**src/rtl/writeback_demux.sv**
```systemverilog
// Write-back demultiplexer: a 2-entry in-order queue of pending register writes.
// The head entry drives one-hot write enables, and pending entries forward data to the operand path.
module writeback_demux #(
    parameter int WIDTH = 64,
    parameter int NREG  = 32
) (
    input  logic             clk,
    input  logic             reset,
    input  logic             in_valid,
    output logic             in_ready,
    input  logic [4:0]       in_addr,
    input  logic [WIDTH-1:0] in_data,
    input  logic             rf_stall,
    output logic [NREG-1:0]  we,
    output logic [WIDTH-1:0] wdata,
    input  logic [4:0]       rd_addr,
    output logic             fwd_hit,
    output logic [WIDTH-1:0] fwd_data,
    output logic [1:0]       count
);

    localparam logic [4:0] XZR = 5'd31;

    logic [4:0]       addr_q [2];
    logic [WIDTH-1:0] data_q [2];
    logic [1:0]       count_q;
    logic [WIDTH-1:0] wdata_q;

    logic       accept;
    logic       issue;
    logic       wr_fire;
    logic       wr_idx;
    logic       v0;
    logic       v1;
    logic [1:0] count_n;

    assign v0       = (count_q != 2'd0);
    assign v1       = (count_q == 2'd2);
    assign in_ready = !reset && (count_q != 2'd2);
    assign accept   = in_valid && in_ready;
    assign issue    = !reset && v0 && !rf_stall;
    // XZR entries retire as an issue but never raise a write enable.
    assign wr_fire  = issue && (addr_q[0] != XZR);
    // The new tail slot, taking account of the head leaving on this same edge.
    assign wr_idx   = (count_q == 2'd1) && !issue;
    assign count    = count_q;

    always_comb begin
        count_n = count_q;
        if (accept && !issue) begin
            count_n = count_q + 2'd1;
        end else if (issue && !accept) begin
            count_n = count_q - 2'd1;
        end
    end

    always_comb begin
        we    = '0;
        wdata = wdata_q;
        if (wr_fire) begin
            we    = {{(NREG-1){1'b0}}, 1'b1} << addr_q[0];
            wdata = data_q[0];
        end
    end

    // The newest match wins, so slot 1 (tail when full) is checked first.
    always_comb begin
        fwd_hit  = 1'b0;
        fwd_data = '0;
        if (!reset && rd_addr != XZR) begin
            if (v1 && addr_q[1] == rd_addr) begin
                fwd_hit  = 1'b1;
                fwd_data = data_q[1];
            end else if (v0 && addr_q[0] == rd_addr) begin
                fwd_hit  = 1'b1;
                fwd_data = data_q[0];
            end
        end
    end

    always_ff @(posedge clk) begin
        if (reset) begin
            count_q <= 2'd0;
            wdata_q <= '0;
        end else begin
            count_q <= count_n;
            if (wr_fire) begin
                wdata_q <= data_q[0];
            end
        end
    end

    // NOTE: queue payload needs no reset; count_q alone says which slots are valid.
    always_ff @(posedge clk) begin
        if (issue) begin
            addr_q[0] <= addr_q[1];
            data_q[0] <= data_q[1];
        end
        if (accept) begin
            addr_q[wr_idx] <= in_addr;
            data_q[wr_idx] <= in_data;
        end
    end

endmodule

```
**config.mk**
```make
export PLATFORM = sky130hd
export DESIGN_NAME = writeback_demux
export DESIGN_NICKNAME = d
export VERILOG_FILES = /design/src/rtl/writeback_demux.sv
export SDC_FILE = /design/constraint.sdc
export NUM_CORES = 1
export LEC_CHECK = 0
export ABC_CLOCK_PERIOD_IN_PS = 3200
export CAP_MARGIN = 15
export CORE_UTILIZATION = 45
export CTS_BUF_LIST = sky130_fd_sc_hd__clkbuf_4 sky130_fd_sc_hd__clkbuf_8
export CTS_CLUSTER_DIAMETER = 40
export DETAILED_ROUTE_END_ITERATION = 8
export GPL_ROUTABILITY_DRIVEN = 1
export PLACE_DENSITY = 0.76
export SLEW_MARGIN = 0
export SYNTH_ARGS = -nofsm -noshare
export SYNTH_HDL_FRONTEND = slang
export SYNTH_SLANG_ARGS = --single-unit
```
**constraint.sdc**
```tcl
create_clock -name clk -period 3.2 [get_ports clk]
set_input_delay 0.48 -clock clk [delete_from_list [all_inputs] [get_ports clk]]
set_output_delay 0.48 -clock clk [all_outputs]
set_load 0.05 [all_outputs]
```
==> reports/metrics.yaml, run 1 <==
clock_tree:
  clk_latency_ns: 0.52
  cts_tree: "built"
  h-tree-depth: 2
  clock_sinks: 204
  clkTransAtPathRegs_ns: 0.06
  holdBufCountCts: 0
  clockBufferDepth: 3
  cts-root-buf: "clkbuf_8"
  cts_inserted_buffers: 37
min_path:
  holdCritPathClass: "input port to flop"
  holdPathStages: 3
die:
  row_count: 50
  initial_core_util_pct: 46.6
  io_pins: 242
  die_width_microns: 142
  die-area_sq_um: 20300
  die_h_microns: 142
  fp.coreArea_sq_um: 19000
finish:
  seq_area_sq_um: 5470
  nets: 940
  post-route-util_pct: 69.4
  syn2layout_area_growth_pct: 49.1
  multi_input_area_sq_um: 3210
  num-fill-cells: 1349
  diodes: 0
  drive_gt1_share_pct: 47.5
setup_path:
  r2r_cells: 9
  path_class: "input port to primary output"
  r2r_slack_ns: 0.81
  cp-end-kind: "primary output"
  worst_setup_path_start_kind: "input port"
  crit_arrival_ns: 2.62
  required_ns: 2.72
  worstPathMaxFanout: 31
synth:
  ys_warn_count: 0
  ys.flop_type: "edfxtp_1"
  synth_area_sq_um: 8860
  async_flop_share_pct: 0
  synth_edf_count: 138
  ys_ff_latch: 204
  syn_inst: 606
  seq_area_frac_synth_pct: 61.7
  syn-num-nets: 688
  synth.distinct_cells: 36
  avgSynthCellArea_sq_um: 14.6
grt:
  grt_pass1_wl_microns: 36600
  grt_max_degree: 65
  grt_pass1_vias: 6809
  antenna_found_initial: 0
  grt_overflow: 0
  grt_use_total_pct: 23.3
timing:
  fin_crit_ns: 3.10
  hold_viol_final: 0
  post-route-period-util_pct: 96.9
  drv_slew: 0
  max-slew-margin-rel_pct: 62.3
  fin_skew_ns: 0.0284
  tightest_slew_ns: 0.564
  fmaxAchievable_mhz: 323
  setup_viol: 0
  setup_tns_ns: 0
  rsz0062_at_grt: "false"
pwr:
  ir_drop_mv: 0.406
  powerDensity_nw_per_um2: 553
  p_leak_nw: 5.01
place:
  portBuffers: 240
  dp_hpwl_microns: 15200
  routabilityCongestion: 0.792
routing:
  vias: 6289
  ant_nets: 0
  route.detailed.drc: 0
  viasPerCell: 5.49
  firstDrtPassIters: 4
  drt-total-wl_microns: 24000
  route.detailed.wl_per_inst_microns: 21.0
  drtIter0Drc: 261
outcome:
  outcome: "finished, final reports clean"
job:
  maxCapViolCount: 0
## final timing paths
path / from / endpoint
setup reg to reg: count[0]$_SDFFE_PP0P_ / data_q[0][41]$_DFFE_PP_
hold reg to reg: count[1]$_SDFFE_PP0P_ / count[1]$_SDFFE_PP0P_
hold / removal: reset / wdata_q[18]$_SDFF_PP0_
setup / recovery: rd_addr[1] / fwd_data[14]
## report_power, final
| part | internal [W] | leakage, nW | total, W | switching (W) |
|---|---|---|---|---|
| combinational | 0.000625 | 2.81 | 0.00159 | 0.000967 |
| clock | 0.00143 | 0.392 | 0.00249 | 0.00106 |
| sequential | 0.00311 | 1.81 | 0.00322 | 0.000109 |
## synthesized netlist by cell type (2+ instances only)
library cell | n | share of area, %
edfxtp_1 | 138 | 47
mux2_2 | 133 | 17
dfxtp_1 | 66 | 15
nor2b_1 | 64 | 4.5
a32o_1 | 44 | 5.0
nor2_1 | 22 | 0.93
a32o_2 | 20 | 2.5
clkbuf_1 | 20 | 0.85
nor3_1 | 13 | 0.73
buf_2 | 12 | 0.68
nand2_1 | 10 | 0.42
buf_4 | 7 | 0.59
xor2_1 | 7 | 0.69
buf_6 | 6 | 0.76
xnor2_1 | 5 | 0.49
ha_1 | 4 | 0.56
inv_1 | 4 | 0.17
buf_1 | 3 | 0.13
nand2b_1 | 3 | 0.21
nor4_1 | 3 | 0.21
or3_1 | 3 | 0.21
a21oi_1 | 2 | 0.11
and2_1 | 2 | 0.14
nand3_1 | 2 | 0.11
nand4_1 | 2 | 0.14
## per-stage QoR
step | power, W | setup WS, ns | std cells | cell area [sq um] | hold WS (ns)
floorplan | 0.00428 | -0.304 | 606 | 8920 | 0.551
global placement | 0.00480 | 0.147 | 1076 | 12400 | 0.523
detailed placement | 0.00484 | 0.120 | 1076 | 12400 | 0.552
CTS | 0.00734 | 0.00614 | 1143 | 13100 | 0.497
global route | 0.00759 | 0.00378 | 1146 | 13200 | 0.511
finish | 0.00730 | 0.0996 | 1146 | 13200 | 0.514
## flip-flops by register name, summed over array words and instances, names as in the netlist
signal / count
data_q: 128
addr_q: 10
count: 2
wdata_q: 64
## area by class of cell
| class | instances | area share, % |
|---|---|---|
| Sequential cell | 204 | 41.4 |
| Timing Repair Buffer | 261 | 26.0 |
| Multi-Input combinational cell | 349 | 24.3 |
| Clock buffer | 56 | 5.08 |
| Tap cell | 260 | 2.46 |
| Clock inverter | 11 | 0.692 |
| Inverter | 5 | 0.142 |
## worst max-delay path, cell delays in order
cell and delay, ns:
clkdlybuf4s50_1 0.52, and3_4 0.23, a31o_4 0.25, nor4_4 0.40, buf_12 0.26, a32o_1 0.29
buf_12 0.16
## repair_timing
item | 4_1_cts | 5_1_grt
pin swaps | 0 | 2
endpoints found under the setup margin | 29 | 107
cloned | 0 | 2
setup buffers | 0 | 1
resized for setup | 2 | 5
## placed cells by master, fill, tap and decap left out, types with 3 or more instances in the layout
cell type        synthesis  routed
edfxtp_1               138     138
mux2_2                 133     133
buf_12                   0      99
buf_4                    7      80
clkdlybuf4s50_1          0      79
dfxtp_1                 66      66
nor2b_1                 64      64
a32o_1                  44      44
clkbuf_8                 0      40
nor2_1                  22      22
a32o_2                  20      20
clkbuf_4                 0      16
nor3_2                   1       9
xor2_1                   7       7
nand2_1                 10       6
xnor2_1                  5       5
inv_1                    4       4
nor3_1                  13       4
ha_1                     4       4
clkinvlp_4               0       4
clkinv_1                 0       4
or3_1                    3       3
nand2b_1                 3       3
## logic make-up (layout without fill, tap and decap cells)
kind of cell	after synthesis	count (layout)	synth area share, %
flops	204	204	61.7
mux	133	133	16.9
simple gates	131	131	8.49
compound gates	68	68	7.92
buf+inv	53	333	3.22
xor+xnor	12	12	1.19
fa+ha+maj	4	4	0.565
other cells	1	1	0.0423
## routing by layer
metal | GRT usage [%] | wire, microns | vias to the layer above
li1 | - | - | 2829
met1 | 27.6 | 9670 | 3183
met2 | 40.4 | 12100 | 237
met3 | 6.63 | 1750 | 40
met4 | 7.87 | 516 | 0
met5 | 0 | 0 | -
Power figures use the tool's default switching activity.
==> inputs of run 2 (changes only) <==
--- a/config.mk
+++ b/config.mk
@@ -7,9 +7,11 @@
 export LEC_CHECK = 0
 export ABC_CLOCK_PERIOD_IN_PS = 3200
 export CAP_MARGIN = 15
+export CORE_MARGIN = 4
 export CORE_UTILIZATION = 45
 export CTS_BUF_LIST = sky130_fd_sc_hd__clkbuf_4 sky130_fd_sc_hd__clkbuf_8
 export CTS_CLUSTER_DIAMETER = 40
+export CTS_CLUSTER_SIZE = 10
 export DETAILED_ROUTE_END_ITERATION = 8
 export GPL_ROUTABILITY_DRIVEN = 1
 export PLACE_DENSITY = 0.76
==> run 2 against run 1 <==
Sequential power hardly changed. Register-to-register slack improved by 0.08 ns. Worst hold slack worse by 0.065 ns. Sequential cell count is the same. Maximum frequency up 0.75%. Routed wire length is 0.14% higher. Die area up 8.6%. Sequential share of layout area up 0.54 points.
==> reports/metrics.yaml, run 2 (same netlist as run 1, synthesis figures left out) <==
die:
  fp.coreArea_sq_um: 19400  # was 19000 sq um
  die_h_microns: 148  # was 142 microns
  row_count: 51  # was 50
  initial_core_util_pct: 45.7  # was 46.6%
  io_pins: 242  # unchanged
  die_width_microns: 148  # was 142 microns
  die-area_sq_um: 22000  # was 20300 sq um
finish:
  reg_top3: "data_q (128), wdata_q (64), addr_q (10)"  # unchanged
  design_area_sq_um: 13000  # was 13200 sq um
  post-route-util_pct: 67.2  # was 69.4%
  final_common_cell: "edfxtp_1"  # unchanged
  instances_no_fill: 1136  # was 1146
  largest_register_ffs: 128  # unchanged
  syn2layout_area_growth_pct: 47.2  # was 49.1%
  nets: 933  # was 940
  drive_gt1_share_pct: 47.3  # was 47.5%
  max_flop_register: "data_q"  # unchanged
  num-fill-cells: 1387  # was 1349
  diodes: 0  # unchanged
  mostFrequentLayoutCells: "edfxtp_1 (138), mux2_2 (133), buf_12 (94)"  # was edfxtp_1 (138), mux2_2 (133), buf_12 (99)
grt:
  grt_max_degree: 66  # was 65
  use_met2_pct: 36.8  # was 40.4%
  met1_usage_pct: 25.6  # was 27.6%
  grt_pass1_wl_microns: 36900  # was 36600 microns
  grt_use_total_pct: 21.0  # was 23.3%
  grt_overflow: 0  # unchanged
  grt_pass1_vias: 6599  # was 6809
  antenna_found_initial: 0  # unchanged
  use_met3_pct: 5.42  # was 6.63%
  busiest_layer: "met2"  # unchanged
setup_path:
  cp_cell_sequence: "clkdlybuf4s50_1 > xnor2_1 > nand4_1 > nor4_4 > buf_4 > buf_12 > a32o_1 > buf_12"  # was clkdlybuf4s50_1 > and3_4 > a31o_4 > nor4_4 > buf_12 > a32o_1 > buf_12
  path_class: "input port to primary output"  # unchanged
  slowest_delay_ns: 0.58  # was 0.52 ns
  required_ns: 2.72  # about the same
  cp_slowest_cell: "clkdlybuf4s50_1"  # unchanged
  crit_arrival_ns: 2.60  # was 2.62 ns
  worst_setup_path_start_kind: "input port"  # unchanged
  r2r_cells: 9  # unchanged
  cp-end-kind: "primary output"  # unchanged
  worstPathMaxFanout: 32  # was 31
  path_common_cell: "buf_12"  # unchanged
clock_tree:
  clkTransAtPathRegs_ns: 0.07  # was 0.06 ns
  clk_latency_ns: 0.56  # was 0.52 ns
  h-tree-depth: 1  # was 2
  clock_sinks: 204  # unchanged
  clockBufferDepth: 3  # unchanged
  cts-root-buf: "clkbuf_8"  # unchanged
  cts_inserted_buffers: 29  # was 37
  cts_tree: "built"  # unchanged
timing:
  post-route-period-util_pct: 96.2  # was 96.9%
  fin_skew_ns: 0.0318  # was 0.0284 ns
  fin_crit_ns: 3.08  # was 3.10 ns
  fmaxAchievable_mhz: 325  # was 323 MHz
  hold_viol_final: 0  # unchanged
  max-slew-margin-rel_pct: 58.3  # was 62.3%
  timing.hold.ws_ns: 0.449  # was 0.514 ns
  setup_viol: 0  # unchanged
  drv_slew: 0  # unchanged
  tightest_slew_ns: 0.625  # was 0.564 ns
  worst_slack_ns: 0.123  # was 0.0996 ns
routing:
  route.detailed.drc: 0  # unchanged
  viasPerCell: 5.44  # was 5.49
  drt-total-wl_microns: 24000  # about the same
  route.detailed.wl_per_inst_microns: 21.2  # was 21.0 microns
  ant_nets: 0  # unchanged
  vias: 6180  # was 6289
  firstDrtPassIters: 5  # was 4
  drtIter0Drc: 279  # was 261
pwr:
  ir_drop_mv: 0.585  # was 0.406 mV
  p_leak_nw: 4.93  # was 5.01 nW
  powerDensity_nw_per_um2: 544  # was 553 nW/um^2
place:
  place_area_sq_um: 12300  # was 12400 sq um
  post-place-ws_ns: 0.100  # was 0.120 ns
  dp_hpwl_microns: 15900  # was 15200 microns
  dpl.cell_count: 1079  # was 1076
  portBuffers: 240  # unchanged
  routabilityCongestion: 0.781  # was 0.792
min_path:
  holdCritPathClass: "input port to flop"  # unchanged
  holdPathStages: 3  # unchanged
outcome:
  outcome: "finished, final reports clean"  # unchanged
job:
  maxCapViolCount: 0  # unchanged
-- run 2: cell count changes in the layout (fill, tap and decap cells not counted), moves of 3 or more --
cell / before / now
buf_12: 99 / 94
clkinv_1: 4 / 0
clkbuf_8: 40 / 31
bufinv_16: 1 / 4
clkbuf_4: 16 / 8
buf_4: 80 / 87
-- run 2: worst max-delay path, delay by kind of cell --
family | cells | cell delay [ns]
XOR/XNOR | 1 | 0.15
buffers and inverters | 4 | 1.18
AND/OR/NAND/NOR | 2 | 0.46
AO/OA/AOI/OAI | 1 | 0.31
-- run 2: worst paths after layout --
| check | slack (ns) | startpoint | endpoint |
|---|---|---|---|
| hold reg to reg | 0.54 | count[0]$_SDFFE_PP0P_ | count[0]$_SDFFE_PP0P_ |
| setup / recovery | 0.12 | rd_addr[0] | fwd_data[34] |
| hold / removal | 0.45 | reset | wdata_q[4]$_SDFF_PP0_ |
| setup reg to reg | 0.89 | count[1]$_SDFFE_PP0P_ | data_q[0][11]$_DFFE_PP_ |
-- run 2: layout make-up --
cell class | instances | area (sq um) | share of cell area, %
multi-input cells | 349 | 3200 | 24.5
inverters | 5 | 18.8 | 0.144
clock inverters | 12 | 176 | 1.35
flip-flops and latches | 204 | 5470 | 41.9
repair buffers | 262 | 3360 | 25.8
clock buffers | 39 | 487 | 3.73
well taps | 265 | 332 | 2.54
-- run 2: layer usage --
layer | wire length, microns | vias to the layer above
li1 | - | 2804
met1 | 9460 | 3072
met2 | 12100 | 255
met3 | 1750 | 49
met4 | 738 | 0
met5 | 0 | -
-- run 2: timing repair --
item,in CTS,in global routing
gates resized for setup,1,8
cloned,1,0
endpoints found under the hold margin,0,0
pin swaps,1,0
hold buffers,0,0
setup buffers,4,1
setup endpoints to repair,32,71
-- run 2: power by group --
group / switching [W] / internal (W) / leakage [nW] / total [W]
registers: 0.000111 / 0.00311 / 1.81 / 0.00322
logic: 0.000952 / 0.000609 / 2.79 / 0.00156
clock network: 0.000987 / 0.00132 / 0.329 / 0.00231
-- run 2: through the flow --
| stage | total power [W] | TNS, ns |
|---|---|---|
| 3_5_place_dp | 0.00483 | 0 |
| 5_1_grt | 0.00735 | -0.0160 |
| 2_1_floorplan | 0.00428 | -28.53 |
| 3_3_place_gp | 0.00478 | 0 |
| 6_report | 0.00709 | 0 |
| 4_1_cts | 0.00715 | 0 |
==> inputs of run 3 (changes only) <==
--- a/config.mk
+++ b/config.mk
@@ -14,7 +14,7 @@
 export CTS_CLUSTER_SIZE = 10
 export DETAILED_ROUTE_END_ITERATION = 8
 export GPL_ROUTABILITY_DRIVEN = 1
-export PLACE_DENSITY = 0.76
+export PLACE_DENSITY = 0.78
 export SLEW_MARGIN = 0
 export SYNTH_ARGS = -nofsm -noshare
 export SYNTH_HDL_FRONTEND = slang
==> run 3 against run 2 <==
Utilization grew 0.12 points. Clock skew grew 0.0011 ns. Worst setup slack gained 0.012 ns. Clock power shrank 3%. Critical path type is now flop to primary output. Cell count grew 0.18%.
==> reports/metrics.yaml, run 3 (same netlist as run 1, synthesis figures left out) <==
clock_tree:
  cts-root-buf: "clkbuf_8"  # unchanged
  clkTransAtPathRegs_ns: 0.08  # was 0.07 ns
  h-tree-depth: 1  # unchanged
  clock_sinks: 204  # unchanged
  clk_latency_ns: 0.54  # was 0.56 ns
  clockBufferDepth: 3  # unchanged
  cts_tree: "built"  # unchanged
  cts_inserted_buffers: 28  # was 29
die:
  die-area_sq_um: 22000  # unchanged
  io_pins: 242  # unchanged
  die_width_microns: 148  # unchanged
  die_h_microns: 148  # unchanged
  row_count: 51  # unchanged
  fp.coreArea_sq_um: 19400  # unchanged
  initial_core_util_pct: 45.7  # unchanged
timing:
  timing.hold.ws_ns: 0.524  # was 0.449 ns
  fmaxAchievable_mhz: 326  # was 325 MHz
  worst_slack_ns: 0.135  # was 0.123 ns
  hold_viol_final: 0  # unchanged
  drv_slew: 0  # unchanged
  post-route-period-util_pct: 95.8  # was 96.2%
  fin_crit_ns: 3.07  # was 3.08 ns
  setup_viol: 0  # unchanged
  tightest_slew_ns: 0.580  # was 0.625 ns
  setup_tns_ns: 0  # unchanged
  max-slew-margin-rel_pct: 61.2  # was 58.3%
  fin_skew_ns: 0.0329  # was 0.0318 ns
grt:
  grt_pass1_vias: 6567  # was 6599
  grt_overflow: 0  # unchanged
  grt_use_total_pct: 21.0  # about the same
  grt_max_degree: 44  # was 66
  antenna_found_initial: 0  # unchanged
  grt_pass1_wl_microns: 37000  # was 36900 microns
outcome:
  outcome: "finished, final reports clean"  # unchanged
setup_path:
  worst_setup_path_start_kind: "flop"  # was input port
  crit_arrival_ns: 2.59  # was 2.60 ns
  path_common_cell: "buf_12"  # unchanged
  cp_top_family: "buffers and inverters"  # unchanged
  required_ns: 2.72  # about the same
  timing.rr.end: "data_q[0][38]$_DFFE_PP_"  # was data_q[0][11]$_DFFE_PP_
  path_class: "flop to primary output"  # was input port to primary output
  slowest_delay_ns: 0.51  # was 0.58 ns
  crit-reg2reg-launch: "count[1]$_SDFFE_PP0P_"  # unchanged
  cp-end-kind: "primary output"  # unchanged
  worst-path-buf-inv: 3  # was 4
  r2r_cells: 10  # was 9
  cp_slowest_cell: "edfxtp_1"  # was clkdlybuf4s50_1
  r2r_slack_ns: 0.79  # was 0.89 ns
  worstPathMaxFanout: 32  # unchanged
  cp_cell_sequence: "xnor2_1 > nand4_1 > nor4_4 > buf_4 > buf_12 > a32o_1 > buf_12"  # was clkdlybuf4s50_1 > xnor2_1 > nand4_1 > nor4_4 > buf_4 > buf_12 > a32o_1 > buf_12
finish:
  drive_gt1_share_pct: 47.3  # about the same
  seq_area_sq_um: 5470  # unchanged
  diodes: 0  # unchanged
  multi_input_area_sq_um: 3200  # about the same
  syn2layout_area_growth_pct: 47.4  # was 47.2%
  final_common_cell: "edfxtp_1"  # unchanged
  num-fill-cells: 1348  # was 1387
  largest_register_ffs: 128  # unchanged
  mostFrequentLayoutCells: "edfxtp_1 (138), mux2_2 (133), buf_12 (98)"  # was edfxtp_1 (138), mux2_2 (133), buf_12 (94)
  reg_top3: "data_q (128), wdata_q (64), addr_q (10)"  # unchanged
  nets: 933  # unchanged
  max_flop_register: "data_q"  # unchanged
routing:
  route.detailed.drc: 0  # unchanged
  route.detailed.wl_per_inst_microns: 21.1  # was 21.2 microns
  drtIter0Drc: 284  # was 279
  ant_nets: 0  # unchanged
  drt-total-wl_microns: 24000  # about the same
  viasPerCell: 5.42  # was 5.44
  vias: 6171  # was 6180
  firstDrtPassIters: 5  # unchanged
pwr:
  powerDensity_nw_per_um2: 538  # was 544 nW/um^2
  ir_drop_mv: 0.379  # was 0.585 mV
  p_leak_nw: 4.95  # was 4.93 nW
  power_w: 0.00702  # was 0.00709 W
min_path:
  holdCritPathClass: "input port to flop"  # unchanged
  hold_path_startpoint: "in_data[8]"  # was reset
  worstHoldEndpoint: "data_q[1][8]$_DFFE_PP_"  # was wdata_q[4]$_SDFF_PP0_
  holdPathStages: 1  # was 3
place:
  dp_hpwl_microns: 16200  # was 15900 microns
  routabilityCongestion: 0.806  # was 0.781
  portBuffers: 240  # unchanged
  post-place-ws_ns: 0.109  # was 0.100 ns
job:
  maxCapViolCount: 0  # unchanged
-- run 3: changes by cell type in the layout (fill, tap and decap cells not counted), sizes merged --
cell,delta
clkinvlp,-4
clkinv,-1
dlymetal6s2s,-1
bufinv,-2
buf,+1
inv,+1
clkdlybuf4s50,+1
clkbuf,+7
-- run 3: repair_timing --
action / CTS / global route
setup endpoints to repair: 0 / 141
buffers inserted: 0 / 4
hold buffers: 0 / 0
resized for setup: 0 / 4
-- run 3: cell type report --
cell class,instances,share of cell area (%)
multi-input cells,349,24.5
inverters,5,0.144
repair buffers,263,26.0
flip-flops and latches,204,41.8
clock buffers,46,4.32
clock inverters,6,0.661
well taps,265,2.54
-- run 3: worst max path at each step --
stage                                      start                     end  slack (ns)  cells after the start
after floorplan            count[0]$_SDFFE_PP0P_  addr_q[0][0]$_DFFE_PP_       -0.30                      7
after global placement                rd_addr[2]            fwd_data[15]        0.15                      7
after detailed placement              rd_addr[2]            fwd_data[41]        0.11                      7
after CTS                 addr_q[0][2]$_DFFE_PP_            fwd_data[41]       0.004                      6
after global routing      addr_q[0][2]$_DFFE_PP_            fwd_data[42]       -0.02                      7
final                     addr_q[0][2]$_DFFE_PP_            fwd_data[42]        0.13                      7
-- run 3: layer usage --
metal | wire [microns] | part of all wire [%] | GRT usage, % | vias up
met5 | 0 | 0 | 0 | -
met4 | 559 | 2.3 | 5.50 | 0
met3 | 1840 | 7.7 | 5.27 | 36
met2 | 12300 | 51 | 36.6 | 257
met1 | 9370 | 39 | 26.3 | 3072
li1 | - | - | - | 2806
-- run 3: power breakdown --
part	switching (W)	internal (W)
clock network	0.000952	0.00128
logic	0.000957	0.000609
registers	0.000112	0.00311
-- run 3: through the flow --
| stage | util (%) | cells | instance area [sq um] |
|---|---|---|---|
| floorplan | - | 606 | 8920 |
| global placement | 63.8 | 1082 | 12400 |
| detailed placement | 63.8 | 1082 | 12400 |
| CTS | 67.1 | 1134 | 13000 |
| global route | 67.3 | 1138 | 13100 |
| finish | 67.3 | 1138 | 13100 |
